### src/rtl/adc_readout_seq_if.sv
// FIFO write-port bundle for the two readout channels (Avalon-ST style
// writedata/write/waitrequest). The sequencer is the master, the FIFOs the slave.
interface adc_readout_seq_if;
    logic [31:0] fifo0_writedata;
    logic        fifo0_write;
    logic        fifo0_waitrequest;
    logic [31:0] fifo1_writedata;
    logic        fifo1_write;
    logic        fifo1_waitrequest;

    modport master (
        output fifo0_writedata, fifo0_write,
        output fifo1_writedata, fifo1_write,
        input  fifo0_waitrequest, fifo1_waitrequest
    );

    modport slave (
        input  fifo0_writedata, fifo0_write,
        input  fifo1_writedata, fifo1_write,
        output fifo0_waitrequest, fifo1_waitrequest
    );
endinterface

### src/rtl/adc_readout_seq.sv
// Two-channel ADC readout sequencer. A rising trigger edge (while armed and idle)
// starts an event: a header word {A5, event count} goes to both FIFOs, then
// nwords packed words per channel (two zero-extended samples per word), then the
// sequencer waits for both FIFOs to drain and pulses done.
module adc_readout_seq #(
    parameter int ADC_W = 12,
    parameter int NW_W  = 10,
    parameter int EVT_W = 24
) (
    input  logic              clk_clk,
    input  logic              reset_reset,
    input  logic              arm,
    input  logic              trig,
    input  logic [NW_W-1:0]   nwords,
    input  logic              adc_valid,
    input  logic [ADC_W-1:0]  adc0_data,
    input  logic [ADC_W-1:0]  adc1_data,
    adc_readout_seq_if.master fifo,
    output logic              busy,
    output logic              done,
    output logic              ovf0,
    output logic              ovf1,
    output logic [EVT_W-1:0]  evt_cnt
);

    typedef enum logic [1:0] {
        IDLE    = 2'd0,
        HEADER  = 2'd1,
        CAPTURE = 2'd2,
        FLUSH   = 2'd3
    } state_t;

    // Two samples per 32-bit word, each zero-extended into a 16-bit half;
    // the earlier sample sits in the low half.
    function automatic logic [31:0] pack_word(input logic [ADC_W-1:0] hi,
                                              input logic [ADC_W-1:0] lo);
        return {16'(hi), 16'(lo)};
    endfunction

    // Header carries a fixed marker byte and the event number of this event.
    function automatic logic [31:0] header_word(input logic [EVT_W-1:0] cnt);
        return {8'hA5, 24'(cnt)};
    endfunction

    state_t            state_q,    state_d;
    logic              trig_dly_q, trig_dly_d;
    logic [NW_W-1:0]   nwords_q,   nwords_d;
    logic [NW_W-1:0]   word_cnt_q, word_cnt_d;
    logic [EVT_W-1:0]  evt_cnt_q,  evt_cnt_d;
    logic              phase_q,    phase_d;
    logic [ADC_W-1:0]  low0_q,     low0_d;
    logic [ADC_W-1:0]  low1_q,     low1_d;
    logic [31:0]       wdata0_q,   wdata0_d;
    logic [31:0]       wdata1_q,   wdata1_d;
    logic              wr0_q,      wr0_d;
    logic              wr1_q,      wr1_d;
    logic              ovf0_q,     ovf0_d;
    logic              ovf1_q,     ovf1_d;
    logic              done_q,     done_d;

    logic              acc0, acc1;
    logic              clear0, clear1;
    logic              trig_edge;
    logic [NW_W-1:0]   word_cnt_inc;
    logic [31:0]       word0, word1;

    assign acc0         = wr0_q & ~fifo.fifo0_waitrequest;
    assign acc1         = wr1_q & ~fifo.fifo1_waitrequest;
    // A channel can take a new word this cycle if nothing is pending or the
    // pending word is being accepted right now.
    assign clear0       = ~wr0_q | acc0;
    assign clear1       = ~wr1_q | acc1;
    assign trig_edge    = trig & ~trig_dly_q;
    assign word_cnt_inc = word_cnt_q + 1'b1;
    assign word0        = pack_word(adc0_data, low0_q);
    assign word1        = pack_word(adc1_data, low1_q);

    // Next-state logic for the sequencer, sample packer and both write ports.
    always_comb begin
        state_d    = state_q;
        trig_dly_d = trig;
        nwords_d   = nwords_q;
        word_cnt_d = word_cnt_q;
        evt_cnt_d  = evt_cnt_q;
        phase_d    = phase_q;
        low0_d     = low0_q;
        low1_d     = low1_q;
        wdata0_d   = wdata0_q;
        wdata1_d   = wdata1_q;
        wr0_d      = wr0_q & ~acc0;
        wr1_d      = wr1_q & ~acc1;
        ovf0_d     = ovf0_q;
        ovf1_d     = ovf1_q;
        done_d     = 1'b0;

        case (state_q)
            IDLE: begin
                if (trig_edge && arm) begin
                    state_d    = HEADER;
                    nwords_d   = nwords;
                    word_cnt_d = '0;
                    phase_d    = 1'b0;
                    evt_cnt_d  = evt_cnt_q + 1'b1;
                    wdata0_d   = header_word(evt_cnt_q);
                    wdata1_d   = header_word(evt_cnt_q);
                    wr0_d      = 1'b1;
                    wr1_d      = 1'b1;
                    ovf0_d     = 1'b0;
                    ovf1_d     = 1'b0;
                end
            end
            HEADER: begin
                // Samples arriving here are discarded; capture starts only once
                // both FIFOs hold the header.
                if (clear0 && clear1) begin
                    state_d = (nwords_q == '0) ? FLUSH : CAPTURE;
                end
            end
            CAPTURE: begin
                if (adc_valid) begin
                    if (!phase_q) begin
                        phase_d = 1'b1;
                        low0_d  = adc0_data;
                        low1_d  = adc1_data;
                    end else begin
                        phase_d    = 1'b0;
                        word_cnt_d = word_cnt_inc;
                        // A dropped word still counts toward the event length.
                        if (clear0) begin
                            wdata0_d = word0;
                            wr0_d    = 1'b1;
                        end else begin
                            ovf0_d = 1'b1;
                        end
                        if (clear1) begin
                            wdata1_d = word1;
                            wr1_d    = 1'b1;
                        end else begin
                            ovf1_d = 1'b1;
                        end
                        if (word_cnt_inc == nwords_q) begin
                            state_d = FLUSH;
                        end
                    end
                end
            end
            FLUSH: begin
                if (clear0 && clear1) begin
                    state_d = IDLE;
                    done_d  = 1'b1;
                end
            end
            default: begin
                state_d = IDLE;
            end
        endcase
    end

    // State and output registers; reset abandons any event in flight.
    always_ff @(posedge clk_clk) begin
        if (reset_reset) begin
            state_q    <= IDLE;
            trig_dly_q <= 1'b0;
            nwords_q   <= '0;
            word_cnt_q <= '0;
            evt_cnt_q  <= '0;
            phase_q    <= 1'b0;
            low0_q     <= '0;
            low1_q     <= '0;
            wdata0_q   <= '0;
            wdata1_q   <= '0;
            wr0_q      <= 1'b0;
            wr1_q      <= 1'b0;
            ovf0_q     <= 1'b0;
            ovf1_q     <= 1'b0;
            done_q     <= 1'b0;
        end else begin
            state_q    <= state_d;
            trig_dly_q <= trig_dly_d;
            nwords_q   <= nwords_d;
            word_cnt_q <= word_cnt_d;
            evt_cnt_q  <= evt_cnt_d;
            phase_q    <= phase_d;
            low0_q     <= low0_d;
            low1_q     <= low1_d;
            wdata0_q   <= wdata0_d;
            wdata1_q   <= wdata1_d;
            wr0_q      <= wr0_d;
            wr1_q      <= wr1_d;
            ovf0_q     <= ovf0_d;
            ovf1_q     <= ovf1_d;
            done_q     <= done_d;
        end
    end

    assign fifo.fifo0_writedata = wdata0_q;
    assign fifo.fifo0_write     = wr0_q;
    assign fifo.fifo1_writedata = wdata1_q;
    assign fifo.fifo1_write     = wr1_q;
    assign busy                 = (state_q != IDLE);
    assign done                 = done_q;
    assign ovf0                 = ovf0_q;
    assign ovf1                 = ovf1_q;
    assign evt_cnt              = evt_cnt_q;

endmodule

### src/flat_wrapper.sv
// flat-port wrapper written by rule: the top's interface ports become plain ports
module adc_readout_seq_flat 
#(
    parameter int ADC_W = 12,
    parameter int NW_W  = 10,
    parameter int EVT_W = 24
)
  (clk_clk, reset_reset, arm, trig, nwords, adc_valid, adc0_data, adc1_data, busy, done, ovf0, ovf1, evt_cnt, fifo_fifo0_writedata, fifo_fifo0_write, fifo_fifo1_writedata, fifo_fifo1_write, fifo_fifo0_waitrequest, fifo_fifo1_waitrequest);
  adc_readout_seq_if fifo_i ();
  input  logic clk_clk;
  input  logic reset_reset;
  input  logic arm;
  input  logic trig;
  input  logic [NW_W-1:0] nwords;
  input  logic adc_valid;
  input  logic [ADC_W-1:0] adc0_data;
  input  logic [ADC_W-1:0] adc1_data;
  output logic busy;
  output logic done;
  output logic ovf0;
  output logic ovf1;
  output logic [EVT_W-1:0] evt_cnt;
  output wire logic [$bits(fifo_i.fifo0_writedata)-1:0] fifo_fifo0_writedata;
  output wire logic [$bits(fifo_i.fifo0_write)-1:0] fifo_fifo0_write;
  output wire logic [$bits(fifo_i.fifo1_writedata)-1:0] fifo_fifo1_writedata;
  output wire logic [$bits(fifo_i.fifo1_write)-1:0] fifo_fifo1_write;
  input wire logic [$bits(fifo_i.fifo0_waitrequest)-1:0] fifo_fifo0_waitrequest;
  input wire logic [$bits(fifo_i.fifo1_waitrequest)-1:0] fifo_fifo1_waitrequest;
  assign fifo_fifo0_writedata = fifo_i.fifo0_writedata;
  assign fifo_fifo0_write = fifo_i.fifo0_write;
  assign fifo_fifo1_writedata = fifo_i.fifo1_writedata;
  assign fifo_fifo1_write = fifo_i.fifo1_write;
  assign fifo_i.fifo0_waitrequest = fifo_fifo0_waitrequest;
  assign fifo_i.fifo1_waitrequest = fifo_fifo1_waitrequest;
  adc_readout_seq #(.ADC_W(ADC_W), .NW_W(NW_W), .EVT_W(EVT_W)) u_core (.clk_clk(clk_clk), .reset_reset(reset_reset), .arm(arm), .trig(trig), .nwords(nwords), .adc_valid(adc_valid), .adc0_data(adc0_data), .adc1_data(adc1_data), .fifo(fifo_i), .busy(busy), .done(done), .ovf0(ovf0), .ovf1(ovf1), .evt_cnt(evt_cnt));
endmodule
### config.mk
export PLATFORM = sky130hd
export DESIGN_NAME = adc_readout_seq_flat
export DESIGN_NICKNAME = d
export VERILOG_FILES = /design/src/rtl/adc_readout_seq_if.sv /design/src/rtl/adc_readout_seq.sv /design/src/flat_wrapper.sv
export SDC_FILE = /design/constraint.sdc
export NUM_CORES = 1
export LEC_CHECK = 0
export ABC_AREA = 1
export BUFFER_PORTS_ARGS = -buffer_cell sky130_fd_sc_hd__buf_2
export CORE_ASPECT_RATIO = 0.75
export CORE_MARGIN = 2
export CORE_UTILIZATION = 40
export CTS_CLUSTER_DIAMETER = 30
export CTS_CLUSTER_SIZE = 10
export DETAILED_ROUTE_END_ITERATION = 8
export PLACE_DENSITY = 0.64
export SLEW_MARGIN = 20
export SYNTH_ARGS = -nofsm -noshare
export SYNTH_HDL_FRONTEND = slang
export SYNTH_SLANG_ARGS = --single-unit
### constraint.sdc
create_clock -name clk_clk -period 3.58 [get_ports clk_clk]
set_input_delay 0.179 -clock clk_clk [delete_from_list [all_inputs] [get_ports clk_clk]]
set_output_delay 0.179 -clock clk_clk [all_outputs]
set_load 0.02 [all_outputs]
After elaboration in Yosys (flattened, before gate mapping)

Cells that the tools add are included.

Shifts and indexed selects: 0
$lt $le $gt $ge: 0
$mul: 0
Equal/unequal tests: 14
Bitwise logic cells: 16
$add $sub $neg: 2
Multiplexer cells: 44
Div/mod/pow operators: 0
Reductions and logical operators: 16

Operators by type and width:

| operator                | number |
|---|---|
| $mux W32                | 7 |
| $pmux W32 S2            | 2 |
| $mux W10                | 3 |
| $add A24 B1 Y24 const B | 1 |
| $pmux W10 S2            | 1 |
| $reduce_and A5 Y1       | 4 |
| $mux W1                 | 19 |
| $ne A2 B1 Y1 const B    | 7 |
| $mux W2                 | 6 |
| $add A10 B1 Y10 const B | 1 |
| $eq A10 B10 Y1          | 1 |
| $logic_not A10 Y1       | 1 |
| $pmux W1 S2             | 5 |
| $not A1 Y1              | 9 |
| $pmux W2 S4             | 1 |
| $ne A2 B2 Y1 const B    | 3 |
| $reduce_and A3 Y1       | 2 |
| $reduce_and A6 Y1       | 1 |
| $and A1 B1 Y1           | 5 |
| $eq A2 B2 Y1 const B    | 2 |
| $reduce_and A4 Y1       | 1 |
| $reduce_bool A2 Y1      | 2 |
| $eq A2 B1 Y1 const B    | 1 |
| $logic_and A1 B1 Y1     | 2 |
| 4 further kinds         | 5 |

Input bits: 41
Memory bits (read-only): 0
Memory bits (writable): 0
Memories kept: 0
Output and inout bits: 94
Register bits: 141
Word-level logic and storage cells: 107
Latch bits: 0

Longest topological paths before layout

Depth after elaboration: 8
Mapped depth: 14
Mapped depth without buffers: 14

Least setup slack after synthesis

Ideal clock, no wire load.

Kind: register to register
From: reg u_core.state_q[0]
To: reg u_core.wdata0_q[16], in the netlist u_core.fifo.fifo0_writedata[16]
Data arrival time: 1.747 ns
Cell stages (with the launch flop): 11
Required time: 3.456 ns
Buffers on the path: 1
Period minus slack after synthesis: 1.872 ns
Setup slack: 1.708 ns
Library setup time: 0.124 ns
Cells stage by stage: dfxtp_1 > inv_1 > ha_1 > inv_2 > nor2_8 > inv_2 > o21ai_2 > nand3_4 > a21oi_4 > buf_2 > a31oi_1

Cells in the longest elaborated chain, start to end: 3
Elaborated cells on any way between the ends: 9
Those cells by class: 5 x eq/ne; 1 x mux; 3 x reduce/logical

Ends and longest elaborated chain:

| element                                                 | RTL line               | text |
|---|---|---|
| start: declaration                                      | adc_readout_seq.sv:45  | `state_t state_q, state_d;` |
| start signal: assignment                                | adc_readout_seq.sv:178 | `state_q <= state_d;` |
| $eq A2 B2 Y1 / $logic_not A2 Y1 (equally long branches) | adc_readout_seq.sv:96  | `case (state_q)` |
| $ne A2 B1 Y1 (no line), or another cell as far along    | --                     |  |
| $reduce_and A5 Y1 (no line)                             | --                     |  |
| end signal: assignment                                  | adc_readout_seq.sv:186 | `wdata0_q <= wdata0_d;` |
| end: declaration                                        | adc_readout_seq.sv:53  | `logic [31:0] wdata0_q, wdata0_d;` |

Several ways; a longest one is shown, not always the timed one.
A chain may end at the register's enable or synchronous reset.

Worst setup path after layout

From: reg u_core.state_q[0]
To: reg u_core.wdata0_q[14], in the netlist u_core.fifo.fifo0_writedata[14]

Same word-level chain as after synthesis.

==> metrics.yaml <==
status: "complete, no violations"
clock_insertion_delay_worst_skew_ns: 0.43
cts_hold_buffers: 1
post_synth_main_area_contributors: "sky130_fd_sc_hd__dfxtp_1 46%, sky130_fd_sc_hd__nand2_1 11%, sky130_fd_sc_hd__a21oi_1 7.8%"
antenna_found_initial: 0
netSwitchingPower_mw: 1.65
finalCoreUtilization_pct: 50.6
drt_wl_total_um: 17100
cts-root-to-sink-buffers: 2
postSynthRegisterBits: 135
worstPathRequired_ns: 3.87
rrSetupSlack_ns: 1.04
number_of_enable_flip_flop_cells_after_synthesis: 0
multiInputGateArea_um2: 2650
pin_count: 135
residual_drc_count: 0
start_kind: "flip-flop"
grtUsageTotal_pct: 22.3
drive_gt1_share_pct: 19.9
power-per-cell-area_nw_per_um2: 674
power.share.combinational_pct: 25.9
cap_viol_max_count: 0
hold_path_depth: 3
drt_first_iter_violations: 450
report.final.hold_viol_count: 0
netlist-cell-type-count: 43
num-nets-final: 967
layoutNonFillerInstCount: 1130
setup.worst_path.end_class: "flip-flop"
finClkSkew_ns: 0.00713
clkTransAtPathRegs_ns: 0.06
ctsRootBufferMaster: "sky130_fd_sc_hd__clkbuf_16"
placed_cells: 1098
static-leakage-power_nw: 3.03
final_max_slew_viol_count: 0
die-height_um: 109
io_buffers: 130
globalplace.congestion: 0.864
routed-via-count: 5675
core_um2: 14400
synth-warning-count: 0
grt_pass1_vias: 4985
max_slew.worst_pin.slew_ns: 1.03
setup-violations-final: 0
grt_start_max_net_pins: 48
postSynthAreaPerCell_um2: 7.36
gr-total-overflow: 0
place_hpwl_um: 12500
remaining_antenna_violation_count: 0
finalCritPeriodShare_pct: 70.9
floorplan.rows: 38
clock_power_share_pct: 35.4
smallest_setup_slack_after_layout_ns: 1.04
post_drt_via_cell_ratio: 5.02
area_delta_synth_final_pct: 23.9
initial_utilization_pct: 40.9
crit_path_top_delay_cell: "sky130_fd_sc_hd__a21oi_4"
fmaxAchievable_mhz: 394
synth_sequential_area_ratio_pct: 45.9
worstPathArrival_ns: 2.82
cts_inserted_buffers: 17
post_synthesis_cell_area_um2: 5890
fin_total_pwr_mw: 4.92
worst_ir_drop_vdd_uv: 363
finalWorstPathRequiredPeriod_ns: 2.54
register_area_um2: 2700
timing.critical_path.fanout_max: 28
yosysTopAreaCellShare_pct: 45.9
cts_repair_resize_count: 0
synthesis.instances: 800
internal-power_mw: 3.26
fp.dieArea_um2: 15700
die_width_um: 144
post_drt_wl_per_cell_um: 15.1
largest_stage_delay_worst_path_ns: 0.41
cts_post_setup_buffers_inserted: 0
tritoncts_num_sinks: 135
yosys.area.top_type: "sky130_fd_sc_hd__dfxtp_1"
power.sequential.fraction_pct: 38.6
cts.htree.levels: 4
critPathKind: "reg2reg"
num_antenna_cells: 0
tritoncts: "done"
sw_frac_of_total_pct: 33.6
accumulated_negative_setup_slack_ns: 0
worstHoldPathType: "in2reg"
detail_route.first_pass.iterations: 5
place_ws_ns: 0.957
grt_pass1_wl_um: 26400
worst-r2r-cell-count: 11
filler_cell_count: 1452
path_cells: "inv_1 > ha_1 > inv_2 > nor2_8 > inv_2 > o21ai_2 > nand3_4 > a21oi_4 > inv_1 > nand2_1 > a21oi_1"
timing.max_slew.rel_slack_pct: 31.3
synth-async-reset-ratio_pct: 0
rsz_0062_raised_after_global_routing: "false"
most_used_flip_flop_cell_after_synthesis: "sky130_fd_sc_hd__dfxtp_1"
final cells by class:
| class | count | share of cell area, % |
|---|---|---|
| inverter | 96 | 4.94 |
| sequential | 135 | 37.0 |
| tap | 200 | 3.43 |
| clock buffer | 20 | 6.12 |
| timing repair buffer | 140 | 10.4 |
| clock inverter | 10 | 1.78 |
| multi-input combinational | 529 | 36.3 |
state kept, by name (all words and copies together), names as in the netlist:
signal and flops:
u_core.fifo.fifo0_writedata 29, u_core.fifo.fifo1_writedata 29, u_core.evt_cnt 24, u_core.low0_q 12
u_core.low1_q 12, u_core.nwords_q 10, u_core.word_cnt_q 10, u_core.state_q 2
u_core.done 1, u_core.fifo.fifo0_write 1, u_core.fifo.fifo1_write 1, u_core.ovf0 1
u_core.ovf1 1, u_core.phase_q 1, u_core.trig_dly_q 1
final timing paths:
check,startpoint,to
setup / recovery,u_core.state_q[0],u_core.fifo.fifo0_writedata[14]
hold / removal,adc0_data[8],u_core.fifo.fifo0_writedata[24]
setup reg to reg,u_core.state_q[0],u_core.fifo.fifo0_writedata[14]
hold reg to reg,u_core.fifo.fifo1_writedata[18],u_core.fifo.fifo1_writedata[18]
metrics by stage:
stage	cell area, µm²	hold WS [ns]
after global placement	6680	0.411
after global routing	7300	0.0248
after detailed placement	6680	0.421
final	7300	0.0170
after floorplan	5900	0.286
after CTS	7270	0.0142
cells in the final DEF (no fill, tap or decap), drive strengths merged, types with 2 or more instances in the layout:
cell,Yosys,final
nand3b,2,2
clkbuf,31,20
o21bai,3,3
nand3,44,44
buf,12,139
xor2,2,2
a31oi,22,22
a21oi,93,93
xnor2,4,4
a211oi,4,4
dfxtp,135,135
clkinv,1,5
conb,1,4
o22ai,7,7
nor3,15,15
nor4,5,5
ha,7,7
o21ai,90,90
nand2,169,169
bufinv,0,3
nor2,42,42
clkinvlp,0,2
nand4,8,8
inv,95,96
routing by layer:
metal	track usage (%)	up-vias	share of wire (%)
met4	5.60	0	0.72
met3	6.46	13	7.3
met2	29.9	179	39
met5	0	-	0
li1	-	2893	-
met1	34.4	2590	53
cell usage after synthesis, types with 2 or more instances:
cell                       count
sky130_fd_sc_hd__clkbuf_1     31
sky130_fd_sc_hd__a31oi_1      22
sky130_fd_sc_hd__nor3_1       14
sky130_fd_sc_hd__buf_1         2
sky130_fd_sc_hd__nor2_1       37
sky130_fd_sc_hd__ha_1          7
sky130_fd_sc_hd__o22ai_1       7
sky130_fd_sc_hd__buf_4         6
sky130_fd_sc_hd__nand3_2       2
sky130_fd_sc_hd__inv_2         2
sky130_fd_sc_hd__o21ai_1      16
sky130_fd_sc_hd__nand4_1       8
sky130_fd_sc_hd__o21bai_1      3
sky130_fd_sc_hd__nand3b_1      2
sky130_fd_sc_hd__xnor2_1       4
sky130_fd_sc_hd__nand2_1     169
sky130_fd_sc_hd__buf_2         2
sky130_fd_sc_hd__a211oi_1      4
sky130_fd_sc_hd__a21oi_1      92
sky130_fd_sc_hd__xor2_1        2
sky130_fd_sc_hd__nor2_2        4
sky130_fd_sc_hd__nand3_1      41
sky130_fd_sc_hd__o21ai_0      73
sky130_fd_sc_hd__dfxtp_1     135
sky130_fd_sc_hd__inv_1        93
sky130_fd_sc_hd__buf_6         2
sky130_fd_sc_hd__nor4_1        4
logic make-up after synthesis:
group | share of synthesized area, %
XOR/XNOR | 0.893
AND/OR/NAND/NOR | 21.5
buffers and inverters | 9.54
other | 0.0637
AO/OA/AOI/OAI | 20.6
adder cells (fa/ha/maj) | 1.49
flip-flops | 45.9
critical path: cells and delay by family, from the launching register on:
family	cells	cell delay, ns
and+or+nand+nor	3	0.45
adders and majority gates	1	0.24
AOI/OAI and AO/OA	3	0.67
buffers and inverters	4	0.67
DFF	1	0.35
power groups by stage:
stage          combinational, mW  clock, mW  sequential, mW
6_report                    1.28       1.74            1.90
2_1_floorplan              0.648          0            2.12
5_1_grt                     1.41       1.84            1.92
3_5_place_dp                1.25          0            1.92
3_3_place_gp                1.24          0            1.93
4_1_cts                     1.26       1.76            1.90
Note: power is estimated with default switching activity, not from simulation.
